File: config.mk
export PLATFORM = sky130hd
export DESIGN_NAME = loop_bank_ctrl
export DESIGN_NICKNAME = d
export VERILOG_FILES = /design/src/rtl/loop_pkg.sv /design/src/rtl/loop_hold_timer.sv /design/src/rtl/loop_bank_ctrl.sv
export SDC_FILE = /design/constraint.sdc
export NUM_CORES = 1
export LEC_CHECK = 0
export CAP_MARGIN = 25
export CORE_MARGIN = 2
export CORE_UTILIZATION = 60
export CTS_BUF_LIST = sky130_fd_sc_hd__clkbuf_4 sky130_fd_sc_hd__clkbuf_8 sky130_fd_sc_hd__clkbuf_16
export DETAILED_ROUTE_END_ITERATION = 10
export DONT_BUFFER_PORTS = 1
export MAX_ROUTING_LAYER = met4
export PLACE_DENSITY_LB_ADDON = 0.15
export SYNTH_ARGS = -nofsm -noshare
export SYNTH_HDL_FRONTEND = slang
export SYNTH_SLANG_ARGS = --single-unit
File: constraint.sdc
create_clock -name clk -period 4.8 [get_ports clk]
set_clock_uncertainty 0.1 [all_clocks]
set_input_delay 0.24 -clock clk [delete_from_list [all_inputs] [get_ports clk]]
set_output_delay 0.24 -clock clk [all_outputs]
set_load 0.01 [all_outputs]
File: src/rtl/loop_pkg.sv
// Shared definitions for the looper transport controller.
// Contents: FSM state type, button bit positions within btns,
// and a modulo-add helper used for bank index arithmetic.
package loop_pkg;

  typedef enum logic [3:0] {
    ST_IDLE,
    ST_BTN_REL,
    ST_PLAY,
    ST_RECORD,
    ST_REC_ARMED,
    ST_STOP_HOLD,
    ST_DELETE,
    ST_DEL_WAIT,
    ST_PURGE
  } state_t;

  localparam logic [1:0] BTN_BACK = 2'd0;
  localparam logic [1:0] BTN_STOP = 2'd1;
  localparam logic [1:0] BTN_PLAY = 2'd2;
  localparam logic [1:0] BTN_NEXT = 2'd3;

  // (a + b) mod n, for a < n and b < n
  function automatic int unsigned wrap_add(input int unsigned a, input int unsigned b,
                                           input int unsigned n);
    int unsigned s;
    s = a + b;
    return (s >= n) ? s - n : s;
  endfunction

endpackage

File: src/rtl/loop_hold_timer.sv
// Stop-button hold timer.
// Ports:
//   clk, rst : system clock, synchronous active-high reset
//   en       : count while high; counter clears whenever low
//   done     : 1-cycle pulse on the HOLD_CYCLES-th consecutive enabled cycle
module loop_hold_timer #(
  parameter int HOLD_CYCLES = 150000000,
  parameter int CNT_W       = 28
) (
  input  logic clk,
  input  logic rst,
  input  logic en,
  output logic done
);

  logic [CNT_W-1:0] r_cnt;

  assign done = en && (r_cnt == CNT_W'(HOLD_CYCLES - 1));

  always_ff @(posedge clk) begin
    if (rst || !en || done) begin
      r_cnt <= '0;
    end else begin
      r_cnt <= r_cnt + CNT_W'(1);
    end
  end

endmodule

File: src/rtl/loop_bank_ctrl.sv
// Looper transport controller for NUM_BANKS record/play banks.
// Converts debounced buttons into per-bank play/record/active flags, runs the
// delete req/ack handshake to the sample-memory controller and emits the
// loop-length max set/reset strobes.
// Ports:
//   clk, rst         : system clock, synchronous active-high reset
//   btns[3:0]        : [0]=back [1]=stop [2]=play/record [3]=next
//   bank             : selected bank
//   playing/recording/active : per-bank flags
//   del_req/del_bank : delete request (held until del_ack) and target bank
//   del_ack          : 1-cycle erase-done acknowledge
//   cur_max          : current loop length, 0 = nothing committed yet
//   set_max/reset_max: 1-cycle loop-max strobes
//   busy             : delete or purge sequence in progress
// Build option: define LOOP_BANK_WRAP_EN to make back/next wrap around the
// bank range; otherwise bank saturates at 0 / NUM_BANKS-1.
module loop_bank_ctrl
  import loop_pkg::*;
#(
  parameter int NUM_BANKS   = 8,
  parameter int BANK_W      = $clog2(NUM_BANKS),
  parameter int MAX_W       = 23,
  parameter int HOLD_CYCLES = 150000000,
  parameter int CNT_W       = 28
) (
  input  logic                 clk,
  input  logic                 rst,
  input  logic [3:0]           btns,
  output logic [BANK_W-1:0]    bank,
  output logic [NUM_BANKS-1:0] playing,
  output logic [NUM_BANKS-1:0] recording,
  output logic [NUM_BANKS-1:0] active,
  output logic                 del_req,
  output logic [BANK_W-1:0]    del_bank,
  input  logic                 del_ack,
  input  logic [MAX_W-1:0]     cur_max,
  output logic                 set_max,
  output logic                 reset_max,
  output logic                 busy
);

  localparam int OFS_W = BANK_W + 1;

  state_t                r_state, w_state_nxt;
  logic [BANK_W-1:0]     r_bank, w_bank_nxt, w_bank_inc, w_bank_dec;
  logic [NUM_BANKS-1:0]  r_playing, w_playing_nxt;
  logic [NUM_BANKS-1:0]  r_recording, w_recording_nxt;
  logic [NUM_BANKS-1:0]  r_active, w_active_nxt;
  logic                  r_del_req, w_del_req_nxt;
  logic [BANK_W-1:0]     r_del_bank, w_del_bank_nxt;
  logic                  r_set_max, w_set_max_nxt;
  logic                  r_reset_max, w_reset_max_nxt;
  logic                  r_busy;
  logic                  r_armed, w_armed_nxt;
  logic [OFS_W-1:0]      r_pofs, w_pofs_nxt;
  logic                  w_do_delete;
  logic                  w_hold_en, w_hold_done;
  logic                  w_found;
  logic [OFS_W-1:0]      w_found_ofs;
  logic [BANK_W-1:0]     w_found_idx;
  int unsigned           w_idx;

  assign w_hold_en = (r_state == ST_STOP_HOLD) && btns[BTN_STOP];

  loop_hold_timer #(
    .HOLD_CYCLES(HOLD_CYCLES),
    .CNT_W      (CNT_W)
  ) u_hold (
    .clk (clk),
    .rst (rst),
    .en  (w_hold_en),
    .done(w_hold_done)
  );

  always_comb begin
    w_bank_inc = r_bank + BANK_W'(1);
    w_bank_dec = r_bank - BANK_W'(1);
`ifdef LOOP_BANK_WRAP_EN
    if (r_bank == BANK_W'(NUM_BANKS - 1)) w_bank_inc = '0;
    if (r_bank == '0)                     w_bank_dec = BANK_W'(NUM_BANKS - 1);
`else
    if (r_bank == BANK_W'(NUM_BANKS - 1)) w_bank_inc = r_bank;
    if (r_bank == '0)                     w_bank_dec = '0;
`endif
  end

  // Purge target search: first inactive bank at offset >= r_pofs from the
  // selected bank, so active banks are skipped within the same cycle.
  always_comb begin
    w_found     = 1'b0;
    w_found_ofs = '0;
    w_found_idx = '0;
    w_idx       = 0;
    for (int unsigned k = 1; k < NUM_BANKS; k++) begin
      w_idx = wrap_add(32'(r_bank), k, NUM_BANKS);
      if (!w_found && (k >= 32'(r_pofs)) && !r_active[BANK_W'(w_idx)]) begin
        w_found     = 1'b1;
        w_found_ofs = OFS_W'(k);
        w_found_idx = BANK_W'(w_idx);
      end
    end
  end

  always_comb begin
    w_state_nxt     = r_state;
    w_bank_nxt      = r_bank;
    w_playing_nxt   = r_playing;
    w_recording_nxt = r_recording;
    w_active_nxt    = r_active;
    w_del_req_nxt   = r_del_req;
    w_del_bank_nxt  = r_del_bank;
    w_set_max_nxt   = 1'b0;
    w_reset_max_nxt = 1'b0;
    w_armed_nxt     = r_armed;
    w_pofs_nxt      = r_pofs;
    w_do_delete     = 1'b0;
    case (r_state)
      ST_IDLE: begin
        if (btns[BTN_BACK]) begin
          w_bank_nxt  = w_bank_dec;
          w_state_nxt = ST_BTN_REL;
        end else if (btns[BTN_NEXT]) begin
          w_bank_nxt  = w_bank_inc;
          w_state_nxt = ST_BTN_REL;
        end else if (btns[BTN_STOP]) begin
          w_playing_nxt[r_bank] = 1'b0;
          w_state_nxt           = ST_STOP_HOLD;
        end else if (btns[BTN_PLAY]) begin
          if (!r_active[r_bank] || r_playing[r_bank]) begin
            w_recording_nxt[r_bank] = 1'b1;
            w_playing_nxt[r_bank]   = 1'b0;
            w_state_nxt             = ST_RECORD;
          end else begin
            w_playing_nxt[r_bank]   = 1'b1;
            w_recording_nxt[r_bank] = 1'b0;
            w_state_nxt             = ST_PLAY;
          end
        end
      end
      ST_BTN_REL: begin
        if (btns == '0) w_state_nxt = ST_IDLE;
      end
      ST_PLAY: begin
        if (!btns[BTN_PLAY]) begin
          if (r_armed) begin
            w_armed_nxt = 1'b0;
            w_pofs_nxt  = OFS_W'(1);
            w_state_nxt = ST_PURGE;
          end else begin
            w_state_nxt = ST_IDLE;
          end
        end
      end
      ST_RECORD: begin
        if (btns[BTN_STOP])       w_do_delete = 1'b1;
        else if (!btns[BTN_PLAY]) w_state_nxt = ST_REC_ARMED;
      end
      ST_REC_ARMED: begin
        if (btns[BTN_STOP]) begin
          w_do_delete = 1'b1;
        end else if (btns[BTN_PLAY]) begin
          w_active_nxt[r_bank]    = 1'b1;
          w_playing_nxt[r_bank]   = 1'b1;
          w_recording_nxt[r_bank] = 1'b0;
          w_state_nxt             = ST_PLAY;
          if (cur_max == '0) begin
            w_set_max_nxt = 1'b1;
            w_armed_nxt   = 1'b1;
          end
        end
      end
      ST_STOP_HOLD: begin
        if (w_hold_done)          w_do_delete = 1'b1;
        else if (!btns[BTN_STOP]) w_state_nxt = ST_IDLE;
      end
      // del_req is raised on entry to DELETE, so an ack may already arrive there.
      ST_DELETE, ST_DEL_WAIT: begin
        if (r_del_req && del_ack) begin
          w_del_req_nxt = 1'b0;
          if (r_active == '0) w_reset_max_nxt = 1'b1;
        end
        if (r_state == ST_DELETE)                   w_state_nxt = ST_DEL_WAIT;
        else if (!r_del_req && !btns[BTN_STOP])     w_state_nxt = ST_IDLE;
      end
      ST_PURGE: begin
        if (r_del_req) begin
          if (del_ack) w_del_req_nxt = 1'b0;
        end else if (w_found) begin
          w_del_req_nxt  = 1'b1;
          w_del_bank_nxt = w_found_idx;
          w_pofs_nxt     = w_found_ofs + OFS_W'(1);
        end else begin
          w_state_nxt = ST_IDLE;
        end
      end
      default: w_state_nxt = ST_IDLE;
    endcase
    if (w_do_delete) begin
      w_del_req_nxt           = 1'b1;
      w_del_bank_nxt          = r_bank;
      w_recording_nxt[r_bank] = 1'b0;
      w_active_nxt[r_bank]    = 1'b0;
      w_state_nxt             = ST_DELETE;
    end
  end

  always_ff @(posedge clk) begin
    if (rst) r_state <= ST_IDLE;
    else     r_state <= w_state_nxt;
  end

  always_ff @(posedge clk) begin
    if (rst) begin
      r_bank      <= '0;
      r_playing   <= '0;
      r_recording <= '0;
      r_active    <= '0;
      r_del_req   <= 1'b0;
      r_del_bank  <= '0;
      r_set_max   <= 1'b0;
      r_reset_max <= 1'b0;
      r_busy      <= 1'b0;
      r_armed     <= 1'b0;
      r_pofs      <= '0;
    end else begin
      r_bank      <= w_bank_nxt;
      r_playing   <= w_playing_nxt;
      r_recording <= w_recording_nxt;
      r_active    <= w_active_nxt;
      r_del_req   <= w_del_req_nxt;
      r_del_bank  <= w_del_bank_nxt;
      r_set_max   <= w_set_max_nxt;
      r_reset_max <= w_reset_max_nxt;
      r_busy      <= w_state_nxt inside {ST_DELETE, ST_DEL_WAIT, ST_PURGE};
      r_armed     <= w_armed_nxt;
      r_pofs      <= w_pofs_nxt;
    end
  end

  assign bank      = r_bank;
  assign playing   = r_playing;
  assign recording = r_recording;
  assign active    = r_active;
  assign del_req   = r_del_req;
  assign del_bank  = r_del_bank;
  assign set_max   = r_set_max;
  assign reset_max = r_reset_max;
  assign busy      = r_busy;

endmodule
-- Yosys cells after proc, flatten, opt, wreduce, memory -nomap -nowiden
Cells that the tools add are included.
- bits in registers: 71
- bits in latches: 0
- RAM bits: 0
- memory bits (read-only): 0
- output and inout port bits: 34
- word-level logic and storage cells: 271
- memories: 0
- add/sub/neg operators: 18
- multiply operators: 0
- divide/modulo/power cells: 0
- order comparisons: 23
- eq/ne operators: 26
- shifts and indexed selects: 0
- multiplexer cells: 118
- bitwise gates (word level): 12
- reductions and logical operators: 61
- operator list (cell ; count):
    8-bit two-way mux ; 19
    4-bit two-way mux ; 28
    3-bit two-way mux ; 22
    8-bit bitwise AND ; 4
    3-bit by 4-bit less-than comparator with 1-bit output, second input constant ; 8
    1-bit two-way mux ; 32
    4-bit case mux with 8 select lines ; 1
    8-bit case mux with 2 select lines ; 2
    28-bit by 1-bit adder with 28-bit output, second input constant ; 1
    28-bit == test, second input constant ; 1
    4-bit greater-or-equal comparator, second input constant ; 7
    1-bit binary-select mux with 3-bit select ; 9
    4-bit by 3-bit == test with 1-bit output, second input constant ; 6
    8-bit bitwise OR ; 3
    3-bit by 1-bit subtractor with 3-bit output, second input constant ; 8
    23-bit logical NOT ; 1
    2-bit != test, second input constant ; 10
    1-bit logical AND ; 18
    1-bit logical NOT ; 17
    3-bit by 3-bit adder with 4-bit output, second input constant ; 4
    3-bit by 4-bit greater-or-equal comparator with 1-bit output, first input constant ; 4
    2-bit nonzero test ; 6
    5-bit AND reduction ; 2
    3-bit by 2-bit adder with 4-bit output, second input constant ; 2
    other kinds (28) ; 43

-- Longest topological paths before layout
Gate-level depths: netlist (run 1).
- depth in word-level cells: 38
- mapped depth: 15
- depth with buffers taken out: 12

-- Hierarchy
From an unflattened synthesis (run 1), not the netlist that was laid out.
- cell total of the unflattened synthesis: 573
- area total of the unflattened synthesis: 4787.1 um2
- by module, submodules not included (module ; times used ; cells an instance ; area an instance (um2)):
    loop_bank_ctrl ; 1 ; 417 ; 3404.5
    loop_hold_timer ; 1 ; 156 ; 1382.6

-- Least setup slack after synthesis (run 1)
No wires, ideal clock.
- kind: register to register
- from: reg r_bank[1] (netlist: bank[1])
- to: reg r_pofs[2]
- library setup time: 0.071 ns
- data arrival time: 3.618 ns
- required time: 4.629 ns
- path slack: 1.011 ns
- stages on the path, launching flop included: 15
- path buffers: 3
- clock period less this slack: 3.789 ns
- cells stage by stage: dfxtp_1 -> buf_6 -> clkbuf_1 -> inv_1 -> ha_1 -> buf_4 -> mux2i_1 -> mux4_2 -> a222oi_1 -> and2_1 -> a22o_1 -> ha_1 -> xor2_1 -> nand2_1 -> a21oi_1
- cells in the longest elaborated chain, start to end: 36
- elaborated cells between the ends (all ways): 88
- classes of those cells: add/sub: 15; order compare: 7; eq/ne: 1; mux: 38; reduce/logical: 27
- RTL lines (what ; line ; RTL):
    from (decl) ; loop_bank_ctrl.sv:45 ; logic [BANK_W-1:0] r_bank, w_bank_nxt, w_bank_inc, w_bank_dec;
    from (signal assigned) ; loop_bank_ctrl.sv:226 ; r_bank <= w_bank_nxt;
    3-bit by 1-bit adder with 4-bit output ; loop_pkg.sv:27 ; s = a + b;
    4-bit greater-or-equal comparator / 3-bit by 1-bit subtractor with 3-bit output (equally long branches) ; loop_pkg.sv:28 ; return (s >= n) ? s - n : s;
    3-bit two-way mux ; loop_pkg.sv:28 ;
    1-bit binary-select mux with 3-bit select ; loop_bank_ctrl.sv:96 ; if (!w_found && (k >= 32'(r_pofs)) && !r_active[BANK_W'(w_idx)]) begin
    1-bit two-way mux (implied by the code) ; loop_bank_ctrl.sv:96 ;
    1-bit logical NOT ; loop_bank_ctrl.sv:96 ;
    1-bit logical AND ; loop_bank_ctrl.sv:96 ;
    1-bit two-way mux ; loop_bank_ctrl.sv:96 ;
    (+19 left out) ; -- ;
    1-bit two-way mux ; loop_bank_ctrl.sv:96 ;
    1-bit logical NOT ; loop_bank_ctrl.sv:96 ;
    1-bit logical AND (2 in a row) ; loop_bank_ctrl.sv:96 ;
    4-bit two-way mux ; loop_bank_ctrl.sv:96 ;
    4-bit by 1-bit adder with 4-bit output ; loop_bank_ctrl.sv:191 ; w_pofs_nxt = w_found_ofs + OFS_W'(1);
    4-bit two-way mux ; loop_bank_ctrl.sv:188 ; end else if (w_found) begin
    4-bit two-way mux ; loop_bank_ctrl.sv:186 ; if (r_del_req) begin
    4-bit case mux with 2 select lines ; loop_bank_ctrl.sv:117 ; case (r_state)
    to (signal assigned) ; loop_bank_ctrl.sv:236 ; r_pofs <= w_pofs_nxt;
    to (decl) ; loop_bank_ctrl.sv:55 ; logic [OFS_W-1:0] r_pofs, w_pofs_nxt;
Parallel ways exist; a longest one is shown, timed or not. The select of a mux whose other input is x is not followed.
A chain may end at the register's enable or synchronous reset.

-- Final worst setup path (run 1)
- from: reg r_bank[0] (netlist: bank[0])
- to: reg r_pofs[2]
Same word-level chain as after synthesis.

==> results of run 1 <==
[through the flow]
| stage | power [mW] | util | instance area, µm² | hold WS [ns] | setup slack [ns] |
|---|---|---|---|---|---|
| 6_report | 1.57 | 0.671 | 4580 | 0.00949 | 0.836 |
| 5_1_grt | 1.63 | 0.671 | 4580 | 0.00949 | 0.522 |
| 4_1_cts | 1.57 | 0.671 | 4580 | 0.00115 | 0.884 |
| 2_1_floorplan | 0.859 | - | 4280 | 0.324 | 1.01 |
| 3_5_place_dp | 0.907 | 0.624 | 4270 | 0.214 | 0.887 |
| 3_3_place_gp | 0.903 | 0.624 | 4270 | 0.211 | 1.01 |
[cell families after synthesis]
group,after synthesis
buffers and inverters,56
DFF,71
adders and majority gates,11
xor gates and xnor gates,24
and+or+nand+nor,230
muxes,33
AOI/OAI and AO/OA,114
[worst max-delay path by stage]
stage / start / to / slack (ns) / depth (start not counted)
floorplan: bank[1] / r_pofs[2] / 1.01 / 14
global placement: bank[0] / r_pofs[2] / 1.01 / 11
detailed placement: bank[0] / r_pofs[2] / 0.89 / 11
CTS: bank[0] / r_pofs[2] / 0.88 / 11
global route: bank[0] / r_pofs[2] / 0.52 / 11
finish: bank[0] / r_pofs[2] / 0.84 / 11
[cells in the mapped netlist, types with 3 or more instances]
cell and count:
nor2b_1 8, inv_1 23, nand3_1 28, and3_1 7, mux2_2 5, a21oi_1 33
o221ai_1 3, a32oi_1 5, nand3b_1 3, a31oi_1 5, or3_1 4, mux4_2 8
mux2i_1 20, nor4b_1 3, nor2_1 71, clkbuf_1 21, o21a_1 3, nor4_1 14
buf_6 3, dfxtp_1 71, buf_1 3, nand2_1 59, xnor2_1 12, ha_1 11
nor3_1 13, xor2_1 12, clkbuf_2 3, and2_1 6, o21ai_0 22, a211oi_1 13
nand4_1 7, a21o_1 4
[final cells by class]
cell class / instances / area, µm² / area share
well taps: 96 / 120 / 0.0262
inverters: 24 / 90.1 / 0.0197
clock inverters: 6 / 138 / 0.0300
flip-flops and latches: 71 / 1420 / 0.310
multi-input cells: 412 / 2620 / 0.572
repair buffers: 5 / 55.1 / 0.0120
clock buffers: 10 / 138 / 0.0300
[per-layer routing]
metal | vias up | GRT usage | routed length [µm]
met4 | 0 | 0.0909 | 155
li1 | 1894 | - | -
met3 | 20 | 0.0774 | 1080
met5 | - | - | 0
met1 | 1857 | 0.417 | 4900
met2 | 203 | 0.471 | 5110
[cells in the final DEF, fill, tap and decap left out, types with 4 or more instances in the layout]
master	Yosys	final
a211oi_1	13	13
xnor2_1	12	12
mux2_2	5	5
mux2i_1	20	20
a21oi_1	33	33
nor2b_1	8	8
a21o_1	4	4
nor4_1	14	14
mux4_2	8	8
inv_1	23	23
or3_1	4	4
nand3_1	28	28
a31oi_1	5	5
bufinv_16	0	4
ha_1	11	11
nor3_1	13	13
o21ai_0	22	22
nand2_1	59	59
nand4_1	7	7
and3_1	7	7
clkbuf_8	0	10
and2_1	6	6
xor2_1	12	12
nor2_1	71	71
dfxtp_1	71	71
a32oi_1	5	5
[worst max-delay path: cells and delay by family (launching register included)]
family                     cells  cell delay (ns)
adders and majority gates      2             1.01
muxes                          2             0.74
and+or+nand+nor                2             0.27
xor gates and xnor gates       1             0.13
DFF                            1             0.34
AOI/OAI and AO/OA              3             1.14
buffers and inverters          1             0.16
[report_power, final]
group / switching, mW / internal, mW
combinational: 0.174 / 0.0999
clock: 0.244 / 0.416
sequential: 0.0316 / 0.603
total: 0.450 / 1.12
==> run_results.csv, run 1 <==
group,metric,value,unit
worst_setup_path,reg2reg_depth,11,
logic_synthesis,synth_xor_area_frac,0.0491,
die,rows,30,
clocking,cts.sinks,71,
worst_setup_path,crit_arrival,4.15,ns
place,io_buffer_count,0,
logic_synthesis,yosysTopAreaCell,"dfxtp_1",
layout,n_antenna_cell,0,
sta,max_freq,252,MHz
worst_setup_path,r2r_start,"bank[0]",
min_path,whs_endpoint,"r_state[1]",
worst_setup_path,path_cells,"inv_2 > ha_1 > mux2i_1 > mux4_2 > a222oi_1 > nand3_1 > o211ai_1 > ha_1 > xor2_1 > nand2_1 > a21oi_1",
layout,n_fill_cell,603,
min_path,hold_class,"input port to register",
worst_setup_path,crit_required,4.98,ns
global_route,gr-total-overflow,0,
logic_synthesis,synth_top_family_by_area,"simple AND/OR/NAND/NOR gates",
worst_setup_path,timing.rr.end,"r_pofs[2]",
worst_setup_path,r2r_setup_slack,0.84,ns
run_status,status,"finished clean",
die,die-area,7830,µm²
run,drv_cap,0,
logic_synthesis,yosysSeqAreaShare,0.332,
logic_synthesis,yosysUniqueCellTypes,60,
clocking,ctsHoldBuffers,3,
route,drt_first_iter_violations,425,
clocking,clk-insertion-delay-late,0.35,ns
layout,stdcell_count,624,
sta,worst_pin_slew,1.06,ns
clocking,cts.clk_slew.worst_paths,0.08,ns
clocking,h-tree-depth,3,
logic_synthesis,synth-compound-area-share,0.172,
logic_synthesis,synthAdderAreaFrac,0.0321,
die,ioPinCount,64,
power_and_ir_drop,ir_drop,0.000230,V
logic_synthesis,ys_seq_elements,71,
logic_synthesis,synth_area_leaders,"dfxtp_1 33%, nor2_1 6.2%, nand2_1 5.2%",
route,vias,3974,
route,routed_wl,11200,µm
layout,syn_to_final_growth,6.98,%
route,ant_nets,0,
logic_synthesis,yosys_warnings,0,
worst_setup_path,startpoint_type,"register",
logic_synthesis,syn_inst,539,
min_path,holdPathStages,2,
clocking,post_cts_resized,0,
place,routabilityCongestion,0.916,
logic_synthesis,async_flop_share,0,
place,dp_hpwl,7920,µm
logic_synthesis,synthMuxAreaShare,0.102,
worst_setup_path,slowest_stage,"ha_1",
clocking,cts-root-buf,"clkbuf_8",
die,core-area,6830,µm²
route,avgRoutedWirePerCell,18.0,µm
clocking,clockBufferDepth,2,
logic_synthesis,synth_edf_count,0,
layout,drive_gt1_frac,0.0701,
worst_setup_path,crit_fanout,16,
sta,setup-tns-final,0,ns
place,dp_cells,605,
logic_synthesis,syn_area,4280,µm²
layout,final_nets,564,
logic_synthesis,avgSynthCellArea,7.94,µm²
min_path,min_from,"btns[2]",
route,drt-pass1-iter-count,5,
clocking,cts_setup_buffers,0,
sta,hold_viol_final,0,
logic_synthesis,synth.top_cell.area_share,0.332,
global_route,grt_max_degree,36,
die,start_util,0.627,
global_route,grt_pass1_vias,3738,
logic_synthesis,synthFlopType,"dfxtp_1",
global_route,grt_usage,0.312,
sta,grt_setup_unrepaired,"false",
die,fp.dieW,88.5,µm
clocking,cts_tree,"yes",
logic_synthesis,synthSimpleGateAreaFrac,0.256,
power_and_ir_drop,p_leak,1.52,nW
route,drc_errors,0,
worst_setup_path,crit_top_cell,"ha_1",
logic_synthesis,syn_nets,580,
sta,period_share,0.826,
worst_setup_path,cpPeakStageDelay,0.78,ns
global_route,antenna_found_initial,0,
sta,slew_viol_final,0,
route,vias_per_cell,6.37,
worst_setup_path,path_class,"register to register",
sta,setup_violations,0,
sta,final.min_clock_period,3.96,ns
global_route,grt_pass1_wl,18400,µm
clocking,cts_made_buffers,9,
die,die-height,88.5,µm
power_and_ir_drop,p_per_area,343,nW/µm²
sta,slew_headroom,0.284,
worst_setup_path,end_kind,"register",
Power figures use the tool's default switching activity.
==> run 2: changes to the inputs <==
--- a/config.mk
+++ b/config.mk
@@ -7,7 +7,7 @@
 export LEC_CHECK = 0
 export CAP_MARGIN = 25
 export CORE_MARGIN = 2
-export CORE_UTILIZATION = 60
+export CORE_UTILIZATION = 58
 export CTS_BUF_LIST = sky130_fd_sc_hd__clkbuf_4 sky130_fd_sc_hd__clkbuf_8 sky130_fd_sc_hd__clkbuf_16
 export DETAILED_ROUTE_END_ITERATION = 10
 export DONT_BUFFER_PORTS = 1
==> constraint.sdc (replaced) <==
create_clock -name clk -period 3.5 [get_ports clk]
set_clock_uncertainty 0.1 [all_clocks]
set_input_delay 0.175 -clock clk [delete_from_list [all_inputs] [get_ports clk]]
set_output_delay 0.175 -clock clk [all_outputs]
set_load 0.01 [all_outputs]
==> run 2 against run 1 <==
Clock power decreased by 5.3%. Non-clock buffer count up 18. Cell area grew 1.7%. Maximum frequency up 20%. Register-to-register slack got worse by 0.63 ns. Utilization is 2.4 points lower.
==> run_results.csv, run 2 (synthesis results as in run 1) <==
group,metric,value,unit
die,ioPinCount,64,
power_and_ir_drop,swShare,0.334,
die,die-height,89.9,µm
layout,n_fill_cell,634,
die,rows,31,
route,drt-pass1-iter-count,5,
route,routed.top_layer,"met4",
power_and_ir_drop,combPwrFrac,0.215,
power_and_ir_drop,p_total,1.90,mW
run,drv_cap,0,
global_route,grt_pass1_wl,19100,µm
die,start_util,0.593,
route,wl_met1,5230,µm
sta,hold_viol_final,0,
route,vias,4044,
clocking,cts.clk_slew.worst_paths,0.08,ns
run_status,status,"finished clean",
layout,final_cell_mix,"71 x nor2_1, 69 x dfxtp_1, 59 x nand2_1, 33 x a21oi_1, 28 x nand3_1",
layout,seqCellArea,1430,µm²
sta,final.min_clock_period,3.30,ns
place,dp_hpwl,8020,µm
route,dr_wl_met2,5100,µm
power_and_ir_drop,p_leak,1.56,nW
die,fp.dieW,89.9,µm
worst_setup_path,crit_arrival,3.48,ns
die,die-area,8090,µm²
worst_setup_path,crit_fanout,14,
sta,worst_pin_slew,0.931,ns
clocking,clockBufferDepth,2,
clocking,cts_made_buffers,9,
power_and_ir_drop,p_per_area,408,nW/µm²
power_and_ir_drop,p_sw,635,µW
route,drt_first_iter_violations,367,
route,ant_nets,0,
global_route,grt_max_degree,39,
worst_setup_path,path_class,"register to register",
route,routed_wl,11500,µm
worst_setup_path,startpoint_type,"register",
route,avgRoutedWirePerCell,17.8,µm
place,routabilityCongestion,0.953,
sta,setup-tns-final,0,ns
layout,drive_gt1_frac,0.0897,
power_and_ir_drop,seqPwrFrac,0.456,
min_path,hold_class,"input port to register",
layout,final_nets,582,
power_and_ir_drop,p_int,1.26,mW
power_and_ir_drop,ir_drop,0.000312,V
global_route,gr-total-overflow,0,
clocking,clk-insertion-delay-late,0.36,ns
global_route,grt_pass1_vias,3801,
route,drc_errors,0,
worst_setup_path,end_kind,"register",
sta,setup_violations,0,
clocking,cts_tree,"yes",
sta,slew_headroom,0.380,
clocking,cts-root-buf,"clkbuf_8",
layout,syn_to_final_growth,8.85,%
sta,period_share,0.942,
route,dr_wl_met3,908,µm
route,vias_per_cell,6.27,
clocking,h-tree-depth,3,
sta,slew_viol_final,0,
worst_setup_path,crit_required,3.69,ns
layout,layout_commonest_cell,"nor2_1",
clocking,cts.sinks,71,
global_route,grt_usage,0.299,
sta,max_freq,303,MHz
die,core-area,7210,µm²
layout,n_antenna_cell,0,
global_route,antenna_found_initial,0,
power_and_ir_drop,clockPowerShare,0.329,
place,io_buffer_count,0,
layout,multiInputGateArea,2620,µm²
[run 2: cell count changes in the layout (fill, tap and decap cells not counted)]
cell	previous run	this run
dfxtp_4	0	1
clkinv_2	0	2
buf_6	0	1
buf_4	2	10
bufinv_16	4	0
a22oi_1	2	1
clkinvlp_4	0	2
a22oi_2	0	1
dlygate4sd3_1	2	11
dfxtp_2	0	1
dfxtp_1	71	69
[run 2: metal layers]
layer | GRT usage | up-vias
met4 | 0.108 | 0
met2 | 0.443 | 162
li1 | - | 1929
met5 | - | -
met1 | 0.401 | 1926
met3 | 0.0729 | 27
[run 2: per-stage QoR]
stage                     setup slack [ns]   util  hold WS [ns]  area, µm²  instances
after CTS                            0.128  0.643        0.0183       4640        643
after floorplan                     0.0328      -         0.257       4310        539
after global routing              -0.00122  0.646        0.0576       4660        645
after detailed placement             0.160  0.600         0.148       4330        615
final                                0.202  0.646        0.0333       4660        645
after global placement               0.270  0.600         0.145       4330        615
[run 2: final timing paths]
| path | slack, ns | from | depth (start not counted) | end |
|---|---|---|---|---|
| worst max-delay path | 0.20 | bank[1] | 13 | r_pofs[2] |
| worst min-delay path | 0.03 | btns[0] | 3 | bank[2] |
| worst max register to register | 0.20 | bank[1] | 13 | r_pofs[2] |
| worst min register to register | 0.39 | u_hold.r_cnt[0] | 1 | u_hold.r_cnt[0] |
[run 2: power by group through the flow]
stage | clock, mW | combinational [mW] | sequential [mW]
3_5_place_dp | 0 | 0.367 | 0.888
4_1_cts | 0.631 | 0.390 | 0.869
3_3_place_gp | 0 | 0.363 | 0.887
2_1_floorplan | 0 | 0.316 | 0.871
6_report | 0.625 | 0.408 | 0.866
5_1_grt | 0.662 | 0.446 | 0.870
[run 2: repair_timing]
item,in CTS,in global routing
setup endpoints to repair,0,5
gates resized for setup,0,2
hold endpoints to repair,43,0
hold buffers,12,0
buffers inserted,0,2
[run 2: cell type report]
| type | instances | share of cell area |
|---|---|---|
| flip-flops and latches | 71 | 0.306 |
| clock buffers | 10 | 0.0295 |
| inverters | 24 | 0.0193 |
| clock inverters | 6 | 0.00913 |
| well taps | 99 | 0.0266 |
| repair buffers | 23 | 0.0464 |
| multi-input cells | 412 | 0.563 |
[run 2: worst max-delay path, cell delays in order, from the launching register on]
cell      delay (ns)
dfxtp_4         0.37
buf_4           0.17
buf_4           0.21
ha_1            0.21
ha_1            0.39
mux4_2          0.34
a222oi_1        0.36
buf_4           0.21
and2_1          0.21
a22o_1          0.15
ha_1            0.15
xor2_1          0.13
nand2_1         0.06
a21oi_1         0.17
